## config.mk

```make
export PLATFORM = sky130hd
export DESIGN_NAME = keypad_scanner
export DESIGN_NICKNAME = d
export VERILOG_FILES = /design/src/rtl/keypad_scanner.sv
export SDC_FILE = /design/constraint.sdc
export NUM_CORES = 1
export LEC_CHECK = 0
export BUFFER_PORTS_ARGS = -buffer_cell sky130_fd_sc_hd__buf_2
export CORE_UTILIZATION = 35
export DETAILED_ROUTE_END_ITERATION = 16
export GPL_ROUTABILITY_DRIVEN = 0
export PLACE_DENSITY = 0.48
export SKIP_CTS_REPAIR_TIMING = 1
export SYNTH_ARGS = -nofsm -noshare
export SYNTH_HDL_FRONTEND = slang
export SYNTH_SLANG_ARGS = --single-unit
```

## constraint.sdc

```tcl
create_clock -name clk_s -period 15.2 [get_ports clk_s]
set_input_delay 4.56 -clock clk_s [delete_from_list [all_inputs] [get_ports clk_s]]
set_output_delay 4.56 -clock clk_s [all_outputs]
set_load 0.05 [all_outputs]
```

## src/rtl/keypad_scanner.sv

```systemverilog
// Row-scanning, debounced 5x2 keypad controller.
// Turns one stable press into a key code held under a valid/ack handshake.
module keypad_scanner #(
  parameter int unsigned SCAN_DIV = 1000,
  parameter int unsigned DEBOUNCE = 4
) (
  input  logic       clk_s,
  input  logic       rst_n,
  input  logic [1:0] K_COL,
  output logic [4:0] K_ROW,
  input  logic       key_ack,
  output logic [3:0] key_code,
  output logic       key_valid,
  output logic       key_down,
  output logic       overrun
);

  localparam int unsigned SLOT_W = (SCAN_DIV > 1) ? $clog2(SCAN_DIV) : 1;
  localparam logic [SLOT_W-1:0] SLOT_LAST = SLOT_W'(SCAN_DIV - 1);
  localparam logic [3:0] DB = 4'(DEBOUNCE);

  typedef enum logic [1:0] {S_IDLE, S_CAND, S_PRESSED, S_REL} state_t;

  logic [1:0]        r_col_meta;
  logic [1:0]        r_col_sync;
  logic [SLOT_W-1:0] r_slot;
  logic [2:0]        r_row;
  logic [4:0]        r_k_row;
  logic [9:0]        r_marks;
  state_t            r_state;
  logic [3:0]        r_cand;
  logic [3:0]        r_cnt;
  logic [3:0]        r_key_code;
  logic              r_key_valid;
  logic              r_key_down;
  logic              r_overrun;

  logic              w_sample;
  logic              w_frame_end;
  logic [9:0]        w_row_marks;
  logic [9:0]        w_frame;
  logic [3:0]        w_nkeys;
  logic [3:0]        w_key;
  logic              w_single;
  logic              w_report_c;

  assign w_sample    = (r_slot == SLOT_LAST);
  assign w_frame_end = w_sample && (r_row == 3'd4);

  // Keys marked by the current row's synchronized (active-low) columns.
  always_comb begin
    w_row_marks = '0;
    for (int i = 0; i < 5; i++) begin
      if (r_row == 3'(i)) w_row_marks[2*i +: 2] = ~r_col_sync;
    end
  end

  assign w_frame = r_marks | w_row_marks;

  always_comb begin
    w_nkeys = '0;
    w_key   = '0;
    for (int i = 0; i < 10; i++) begin
      if (w_frame[i]) begin
        w_nkeys = w_nkeys + 4'd1;
        w_key   = 4'(i);
      end
    end
  end

  // Two or more marked keys are ghosting candidates and count as no key.
  assign w_single = (w_nkeys == 4'd1);

  // A report happens only on entry to PRESSED from IDLE/CAND, never on REL -> PRESSED.
  assign w_report_c = w_frame_end && w_single &&
                      (((r_state == S_IDLE) && (DB <= 4'd1)) ||
                       ((r_state == S_CAND) && (w_key == r_cand) && ((r_cnt + 4'd1) >= DB)));

  always_ff @(posedge clk_s) begin
    if (!rst_n) begin
      r_col_meta  <= 2'b11;
      r_col_sync  <= 2'b11;
      r_slot      <= '0;
      r_row       <= '0;
      r_k_row     <= 5'b11110;
      r_marks     <= '0;
      r_state     <= S_IDLE;
      r_cand      <= '0;
      r_cnt       <= '0;
      r_key_code  <= '0;
      r_key_valid <= 1'b0;
      r_key_down  <= 1'b0;
      r_overrun   <= 1'b0;
    end else begin
      r_col_meta <= K_COL;
      r_col_sync <= r_col_meta;

      if (w_sample) begin
        r_slot  <= '0;
        r_row   <= (r_row == 3'd4) ? 3'd0 : r_row + 3'd1;
        r_k_row <= {r_k_row[3:0], r_k_row[4]};
        r_marks <= w_frame_end ? 10'd0 : w_frame;
      end else begin
        r_slot <= r_slot + SLOT_W'(1);
      end

      if (w_frame_end) begin
        case (r_state)
          S_IDLE: begin
            if (w_single) begin
              r_cand <= w_key;
              if (DB <= 4'd1) begin
                r_state    <= S_PRESSED;
                r_cnt      <= '0;
                r_key_down <= 1'b1;
              end else begin
                r_state <= S_CAND;
                r_cnt   <= 4'd1;
              end
            end
          end
          S_CAND: begin
            if (!w_single) begin
              r_state <= S_IDLE;
              r_cnt   <= '0;
            end else if (w_key != r_cand) begin
              r_cand <= w_key;
              r_cnt  <= 4'd1;
            end else if ((r_cnt + 4'd1) >= DB) begin
              r_state    <= S_PRESSED;
              r_cnt      <= '0;
              r_key_down <= 1'b1;
            end else begin
              r_cnt <= r_cnt + 4'd1;
            end
          end
          S_PRESSED: begin
            if (!w_single) begin
              if (DB <= 4'd1) begin
                r_state    <= S_IDLE;
                r_cnt      <= '0;
                r_key_down <= 1'b0;
              end else begin
                r_state <= S_REL;
                r_cnt   <= 4'd1;
              end
            end
          end
          S_REL: begin
            if (w_single) begin
              r_state <= S_PRESSED;
              r_cnt   <= '0;
            end else if ((r_cnt + 4'd1) >= DB) begin
              r_state    <= S_IDLE;
              r_cnt      <= '0;
              r_key_down <= 1'b0;
            end else begin
              r_cnt <= r_cnt + 4'd1;
            end
          end
          default: begin
            r_state <= S_IDLE;
            r_cnt   <= '0;
          end
        endcase
      end

      // A report coinciding with ack replaces the code and clears overrun.
      if (w_report_c) begin
        if (!r_key_valid || key_ack) begin
          r_key_code  <= w_key;
          r_key_valid <= 1'b1;
          r_overrun   <= 1'b0;
        end else begin
          r_overrun <= 1'b1;
        end
      end else if (key_ack && r_key_valid) begin
        r_key_valid <= 1'b0;
        r_overrun   <= 1'b0;
      end
    end
  end

  assign K_ROW     = r_k_row;
  assign key_code  = r_key_code;
  assign key_valid = r_key_valid;
  assign key_down  = r_key_down;
  assign overrun   = r_overrun;

endmodule
```

Word-level counts from Yosys, hierarchy flattened
Index checks and enable logic that the tools add are counted.

Bitwise logic cells: 3. Magnitude comparators: 1. Equal/unequal tests: 23. Muxes and demuxes: 56. Reduce and logical (&&, ||, !) cells: 20. Add/sub/neg operators: 12.

Operators by type and width (number): two-way mux 4 bit (26); adder 4 x 1 -> 4 bit (second input constant) (10); two-way mux 2 bit (12); case mux 4 bit (4 select lines) (1); two-way mux 1 bit (12); != test 2 bit (second input constant) (6); adder 10 x 1 -> 10 bit (second input constant) (1); equality test 10 bit (second input constant) (1); two-way mux 10 bit (1); bitwise OR 10 bit (1); case mux 2 bit (4 select lines) (1); case mux 4 bit (2 select lines) (1); AND reduction 7 bit (1); equality test 3 x 2 -> 1 bit (second input constant) (2); logical AND 1 bit (6); != test 2 x 1 -> 1 bit (second input constant) (3); != test 3 bit (second input constant) (2); AND reduction 6 bit (1); nonzero test 2 bit (3); AND reduction 5 bit (1); equality test 2 bit (second input constant) (2); equality test 4 x 1 -> 1 bit (second input constant) (1); equality test 4 bit (1); greater-or-equal comparator 4 x 3 -> 1 bit (second input constant) (1); 17 further kinds (18).

Bits of input ports: 5. Output and inout bits: 12. Register bits after elaboration: 49. Word-level logic and storage cells: 128.

Depth between registers and ports, before layout
Gate-level depths: netlist of the first run.

Depth in word-level cells: 27. Gate-level depth with buffers: 33. Depth with buffers taken out: 33.

Least setup slack after synthesis of the first run
Ideal clock, no wire load.

Kind: reg-to-reg. Start point: register r_row[0]. End point: register r_key_code[0], in the netlist key_code[0]. Clock period less this slack: 6.635 ns. Setup slack: 8.565 ns. Arrival: 6.563 ns. Setup time: 0.072 ns. Cell stages (with the launch flop): 32. Path buffers: 0. Data required time: 15.128 ns. Cell sequence: dfxtp_1 > inv_1 > ha_1 > nor3b_1 > nor2_1 > ha_1 > or2_1 > o211a_2 > ha_1 > nor2_1 > a21oi_1 > ha_1 > o21bai_1 > o31ai_1 > a21oi_1 > ha_1 > nand2_1 > nand2_1 > ha_1 > mux2_2 > ha_1 > o211ai_1 > inv_1 > ha_1 > nand2_1 > o21ai_0 > ha_1 > or3_1 > a32o_1 > or2_4 > nor4_4 > mux2i_1.

Longest elaborated chain between the ends: 26. Elaborated cells on any way between the ends: 47. Classes of those cells: 9 x add/sub; 6 x eq/ne; 24 x mux; 1 x bitwise; 7 x reduce/logical.

RTL lines: from (decl) (line 27) `logic [2:0] r_row;`; from (signal assigned) (line 100) `r_row <= (r_row == 3'd4) ? 3'd0 : r_row + 3'd1;`; logical NOT 3 bit (line 54) `if (r_row == 3'(i)) w_row_marks[2*i +: 2] = ~r_col_sync;`; two-way mux 2 bit (line 54); bitwise OR 10 bit (line 58) `assign w_frame = r_marks | w_row_marks;`; two-way mux 1 bit (line 64) `if (w_frame[i]) begin`; adder 4 x 1 -> 4 bit (line 65) `w_nkeys = w_nkeys + 4'd1;`; two-way mux 4 bit (line 64); adder 4 x 1 -> 4 bit (line 65); two-way mux 4 bit (line 64); [9 not listed]; two-way mux 4 bit (line 64); adder 4 x 1 -> 4 bit (line 65); two-way mux 4 bit (line 64); adder 4 x 1 -> 4 bit (line 65); two-way mux 4 bit (line 64); equality test 4 x 1 -> 1 bit (line 72) `assign w_single = (w_nkeys == 4'd1);`; logical AND 1 bit (2 in series) (line 75) `assign w_report_c = w_frame_end && w_single &&`; AND reduction 2 bit (no source line); to (signal assigned) (line 171) `r_key_code <= w_key;`; to (decl) (line 33) `logic [3:0] r_key_code;`.

Parallel ways exist; a longest one is shown, timed or not. A chain may end at the register's enable or synchronous reset.

Worst setup path after layout of the first run
Start point: register r_row[0]. End point: register r_key_code[3], in the netlist key_code[3].

Same word-level chain as after synthesis.

==> flow_summary.json, run 1 <==
{
  "total_leakage_power_nw": 1.28,
  "arrival_ps": 7510,
  "timing.fmax_mhz": 138,
  "min_path_type": "flop to flop",
  "yosys_warnings": 0,
  "use_met3": 0.0267,
  "finalNetCount": 379,
  "ys_types": 62,
  "finalCritPeriodShare": 0.478,
  "io_pins": 17,
  "start_util": 0.361,
  "synth_ff_type": "dfxtp_1",
  "synth_top_area_cell": "dfxtp_1",
  "slowest_delay_ps": 440,
  "fin_setup_tns_ps": 0,
  "ir_drop_mv": 0.0416,
  "netlist_instances": 346,
  "wirelength_um": 6260,
  "tightestPinTransition_ps": 868,
  "syn_nets": 366,
  "tritoncts": "built",
  "place_inst": 457,
  "cts_buffer_depth": 2,
  "viasPerCell": 5.06,
  "drc_errors": 0,
  "use_met1": 0.225,
  "layout_min_cycle_time_ps": 7270,
  "num_rows": 33,
  "cpMaxStageDelayCell": "nor4_4",
  "rsz0062_at_grt": "false",
  "antenna-diode-count": 0,
  "drtAntennaViolNets": 0,
  "grtUsageMet2": 0.227,
  "worstSetupStartpointType": "flop",
  "relSlewSlack": 0.416,
  "grt_max_degree": 32,
  "synth-edff-count": 0,
  "netlist.area_leader.share": 0.332,
  "skew_ps": 4.29,
  "final_area_um2": 3260,
  "syn_area_um2": 2950,
  "clkSinkCount": 49,
  "dpl_cell_area_um2": 3130,
  "vias": 2352,
  "final_hold_viol_count": 0,
  "grtUsageTotal": 0.154,
  "yosysSeqAreaShare": 0.332,
  "synth-async-reset-ratio": 0,
  "clk_pin_slew_ps": 90,
  "power_mw": 0.256,
  "syn_to_final_growth_pct": 10.4,
  "port_buffers": 16,
  "slew_viol_final": 0,
  "crit_type": "flop to flop",
  "setup_viol": 0,
  "die_y_um": 93.9,
  "final_util": 0.399,
  "top_usage_layer": "met2",
  "hpwl_um": 4680,
  "grt_antenna_before_repair": 0,
  "final_layout_size_suffix_gt1_frac": 0.114,
  "insertion_delay_ps": 300,
  "final_cells": 465,
  "grt_pass1_wl_um": 10600,
  "crit_required_ps": 15440,
  "cts_buffers": 5,
  "grt_pass1_vias": 2103,
  "cp_common_cell": "ha_1",
  "worst_setup_path_end_kind": "flop",
  "outcome": "finished clean",
  "p_per_area_nw_per_um2": 78.4,
  "gr-total-overflow": 0,
  "wl_per_cell_um": 13.5,
  "yosys-top-cells-area": "dfxtp_1, ha_1, mux2i_1",
  "nFillCells": 866,
  "maxCapViolations": 0,
  "core_um2": 8180,
  "fp.dieW_um": 93.9,
  "dieArea_um2": 8810,
  "first_pass_iters": 4,
  "synth_area_per_cell_um2": 8.54,
  "drtIter0Drc": 107,
  "cp_max_fo": 8,
  "yosys_register_bits": 49,
  "cts_max_level": 2,
  "cts_root_buffer": "clkbuf_8"
}
worst paths after layout:
path,to,slack [ps],depth (start not counted),start
min reg2reg,r_col_sync[1],410,1,r_col_meta[1]
max,key_code[3],7930,31,r_row[0]
max reg2reg,key_code[3],7930,31,r_row[0]
min,r_col_sync[1],410,1,r_col_meta[1]
cells in the mapped netlist (3+ instances only):
cell       n
a21oi_1   16
xnor2_1   16
nand2b_1   6
clkbuf_1   8
nor2_1    40
o21bai_1   3
xor2_1     9
dfxtp_1   49
nor4_1     5
nor3_1     8
or3_1      7
nand3_1   11
a31oi_1    5
nand2_1   38
inv_1     11
o21ai_0   10
or2_1      4
ha_1      15
nor2b_1    3
o21ai_1    6
mux2i_1   17
nor3b_1    4
and3_1     6
power breakdown:
part / total, mW / internal, mW / switching (mW)
Clock: 0.110 / 0.0654 / 0.0446
Combinational: 0.0149 / 0.00623 / 0.00868
Sequential: 0.131 / 0.129 / 0.00133
Total: 0.256 / 0.201 / 0.0546
area by class of cell:
cell class / instances / area [um2] / area share
clock buffer: 5 / 68.8 / 0.0211
clock inverter: 3 / 65.1 / 0.0200
inverter: 12 / 45.0 / 0.0138
multi-input combinational: 274 / 1880 / 0.577
sequential: 49 / 981 / 0.301
tap: 105 / 131 / 0.0403
timing repair buffer: 17 / 87.6 / 0.0269
layer usage:
layer,vias up,share of wire
li1,1245,-
met1,1068,0.54
met2,33,0.42
met3,6,0.023
met4,0,0.012
met5,-,0
metrics by stage:
stage / worst slack (ps) / hold slack [ps]
6_report: 7930 / 415
5_1_grt: 7470 / 437
4_1_cts: 7940 / 420
3_5_place_dp: 7990 / 397
3_3_place_gp: 8180 / 395
2_1_floorplan: 8570 / 386
worst max-delay path, delay by kind of cell, from the launching register on:
family | cells | cell delay (ps)
mux | 2 | 500
compound gates | 8 | 1510
flops | 1 | 350
buf+inv | 2 | 180
fa+ha+maj | 9 | 2670
simple gates | 10 | 1990
state kept, by name (all words and copies together), names as in the netlist, named ones only:
register / count
K_ROW: 5
overrun: 1
r_cnt: 4
r_col_sync: 2
key_valid: 1
key_down: 1
r_col_meta: 2
r_row: 3
key_code: 4
r_slot: 10
r_marks: 10
r_cand: 4
r_state: 1
placed cells by master (no fill, tap or decap), types with 9 or more instances in the layout:
cell type	instances
ha_1	15
nand2_1	38
nand3_1	11
xnor2_1	16
dfxtp_1	49
buf_2	16
xor2_1	9
mux2i_1	17
a21oi_1	16
o21ai_0	10
inv_1	11
nor2_1	40
logic make-up (layout without fill, tap and decap cells):
group | count (synthesis) | count (layout) | synth area share
and+or+nand+nor | 148 | 148 | 0.258
AOI/OAI and AO/OA | 63 | 63 | 0.140
DFF | 49 | 49 | 0.332
xor gates and xnor gates | 29 | 29 | 0.108
buffers and inverters | 23 | 37 | 0.0326
muxes | 19 | 19 | 0.0652
adders and majority gates | 15 | 15 | 0.0635
Power figures use the tool's default switching activity.
==> run 2, diff against run 1 <==
clock period = 7 ns   (was 15.2 ns; I/O delays follow)
==> flow_summary.json, run 2 (synthesis results as in run 1) <==
{
  "grtUsageTotal": 0.155,
  "setup_ws_ps": 327,
  "crit_required_ps": 7220,
  "tritoncts": "built",
  "vias": 2417,
  "antenna-diode-count": 0,
  "crit_type": "flop to flop",
  "num_rows": 33,
  "grt_pass1_vias": 2262,
  "maxCapViolations": 0,
  "dieArea_um2": 8810,
  "dpl_cell_area_um2": 3160,
  "wl_per_cell_um": 13.7,
  "final_cell_mix": "dfxtp_1, nor2_1, nand2_1",
  "clk_pin_slew_ps": 100,
  "timing.fmax_mhz": 150,
  "grt_antenna_before_repair": 0,
  "insertion_delay_ps": 300,
  "grt_pass1_wl_um": 10800,
  "clockPowerShare": 0.392,
  "worstSetupStartpointType": "flop",
  "setup_viol": 0,
  "power_switching_mw": 0.122,
  "p_per_area_nw_per_um2": 156,
  "final_area_um2": 3370,
  "io_pins": 17,
  "viasPerCell": 5.10,
  "p_sw_frac": 0.232,
  "cp_max_fo": 6,
  "cts_buffer_depth": 2,
  "combinationalPowerShare": 0.071,
  "ir_drop_mv": 0.0729,
  "fp.dieW_um": 93.9,
  "port_buffers": 16,
  "layout_min_cycle_time_ps": 6670,
  "total_leakage_power_nw": 1.32,
  "drc_errors": 0,
  "drtIter0Drc": 75,
  "cp_top_family": "adder cells",
  "pwr-share-seq": 0.537,
  "core_um2": 8180,
  "wirelength_um": 6470,
  "nFillCells": 843,
  "grt_max_degree": 32,
  "cts_root_buffer": "clkbuf_8",
  "cts_max_level": 2,
  "drtAntennaViolNets": 0,
  "slew_viol_final": 0,
  "min_path_type": "flop to flop",
  "cpMaxStageDelayCell": "dfxtp_4",
  "layout_commonest_cell": "dfxtp_1",
  "hpwl_um": 4810,
  "cp_common_cell": "ha_1",
  "arrival_ps": 6900,
  "holdWs_ps": 423,
  "finalNetCount": 388,
  "path_buf_inv": 3,
  "gr-total-overflow": 0,
  "slowest_delay_ps": 370,
  "final_util": 0.412,
  "clkSinkCount": 49,
  "worst_setup_path_end_kind": "flop",
  "skew_ps": 9.46,
  "syn_to_final_growth_pct": 14.1,
  "start_util": 0.361,
  "place_ws_ps": -66.3,
  "first_pass_iters": 4,
  "relSlewSlack": 0.413,
  "final_hold_viol_count": 0,
  "internal_power_mw": 0.404,
  "tightestPinTransition_ps": 873,
  "cts_buffers": 5,
  "die_y_um": 93.9,
  "finalCritPeriodShare": 0.953,
  "outcome": "finished clean",
  "final_layout_size_suffix_gt1_frac": 0.163
}
-- run 2: changes by cell type in the layout (fill, tap and decap cells not counted), sizes merged --
| cell | previous run | this run |
|---|---|---|
| bufinv | 2 | 1 |
| buf | 17 | 26 |
| clkinvlp | 0 | 1 |
-- run 2: layout make-up --
cell class                      count  area, um2  share of cell area
Multi-Input combinational cell    274       1940               0.575
Sequential cell                    49        986               0.293
Timing Repair Buffer               26        155              0.0460
Tap cell                          105        131              0.0390
Clock buffer                        5       68.8              0.0204
Clock inverter                      3       46.3              0.0137
Inverter                           12       45.0              0.0134
-- run 2: final timing paths --
kind / start / to / slack [ps] / depth (start not counted)
max: r_row[0] / key_code[3] / 330 / 32
min: r_col_meta[0] / r_col_sync[0] / 420 / 1
max reg2reg: r_row[0] / key_code[3] / 330 / 32
min reg2reg: r_col_meta[0] / r_col_sync[0] / 420 / 1
-- run 2: stage by stage --
| step | setup TNS, ps | power [mW] | cells |
|---|---|---|---|
| 2_1_floorplan | 0 | 0.316 | 346 |
| 3_3_place_gp | 0 | 0.324 | 462 |
| 3_5_place_dp | -118 | 0.324 | 462 |
| 4_1_cts | -251 | 0.533 | 470 |
| 5_1_grt | -9.33 | 0.550 | 474 |
| 6_report | 0 | 0.526 | 474 |
-- run 2: power groups by stage --
| stage | clock [mW] | sequential, mW | combinational, mW |
|---|---|---|---|
| 4_1_cts | 0.215 | 0.283 | 0.0345 |
| 3_3_place_gp | 0 | 0.289 | 0.0342 |
| 5_1_grt | 0.225 | 0.283 | 0.0419 |
| 3_5_place_dp | 0 | 0.289 | 0.0343 |
| 6_report | 0.206 | 0.283 | 0.0371 |
| 2_1_floorplan | 0 | 0.289 | 0.0275 |
-- run 2: metal layers --
layer,share of wire,GRT usage,routed length [um],up-vias
met4,0.011,0.0423,69,0
met2,0.44,0.238,2870,28
met1,0.52,0.219,3360,1112
met5,0,0,0,-
met3,0.027,0.0275,174,7
li1,-,-,-,1270
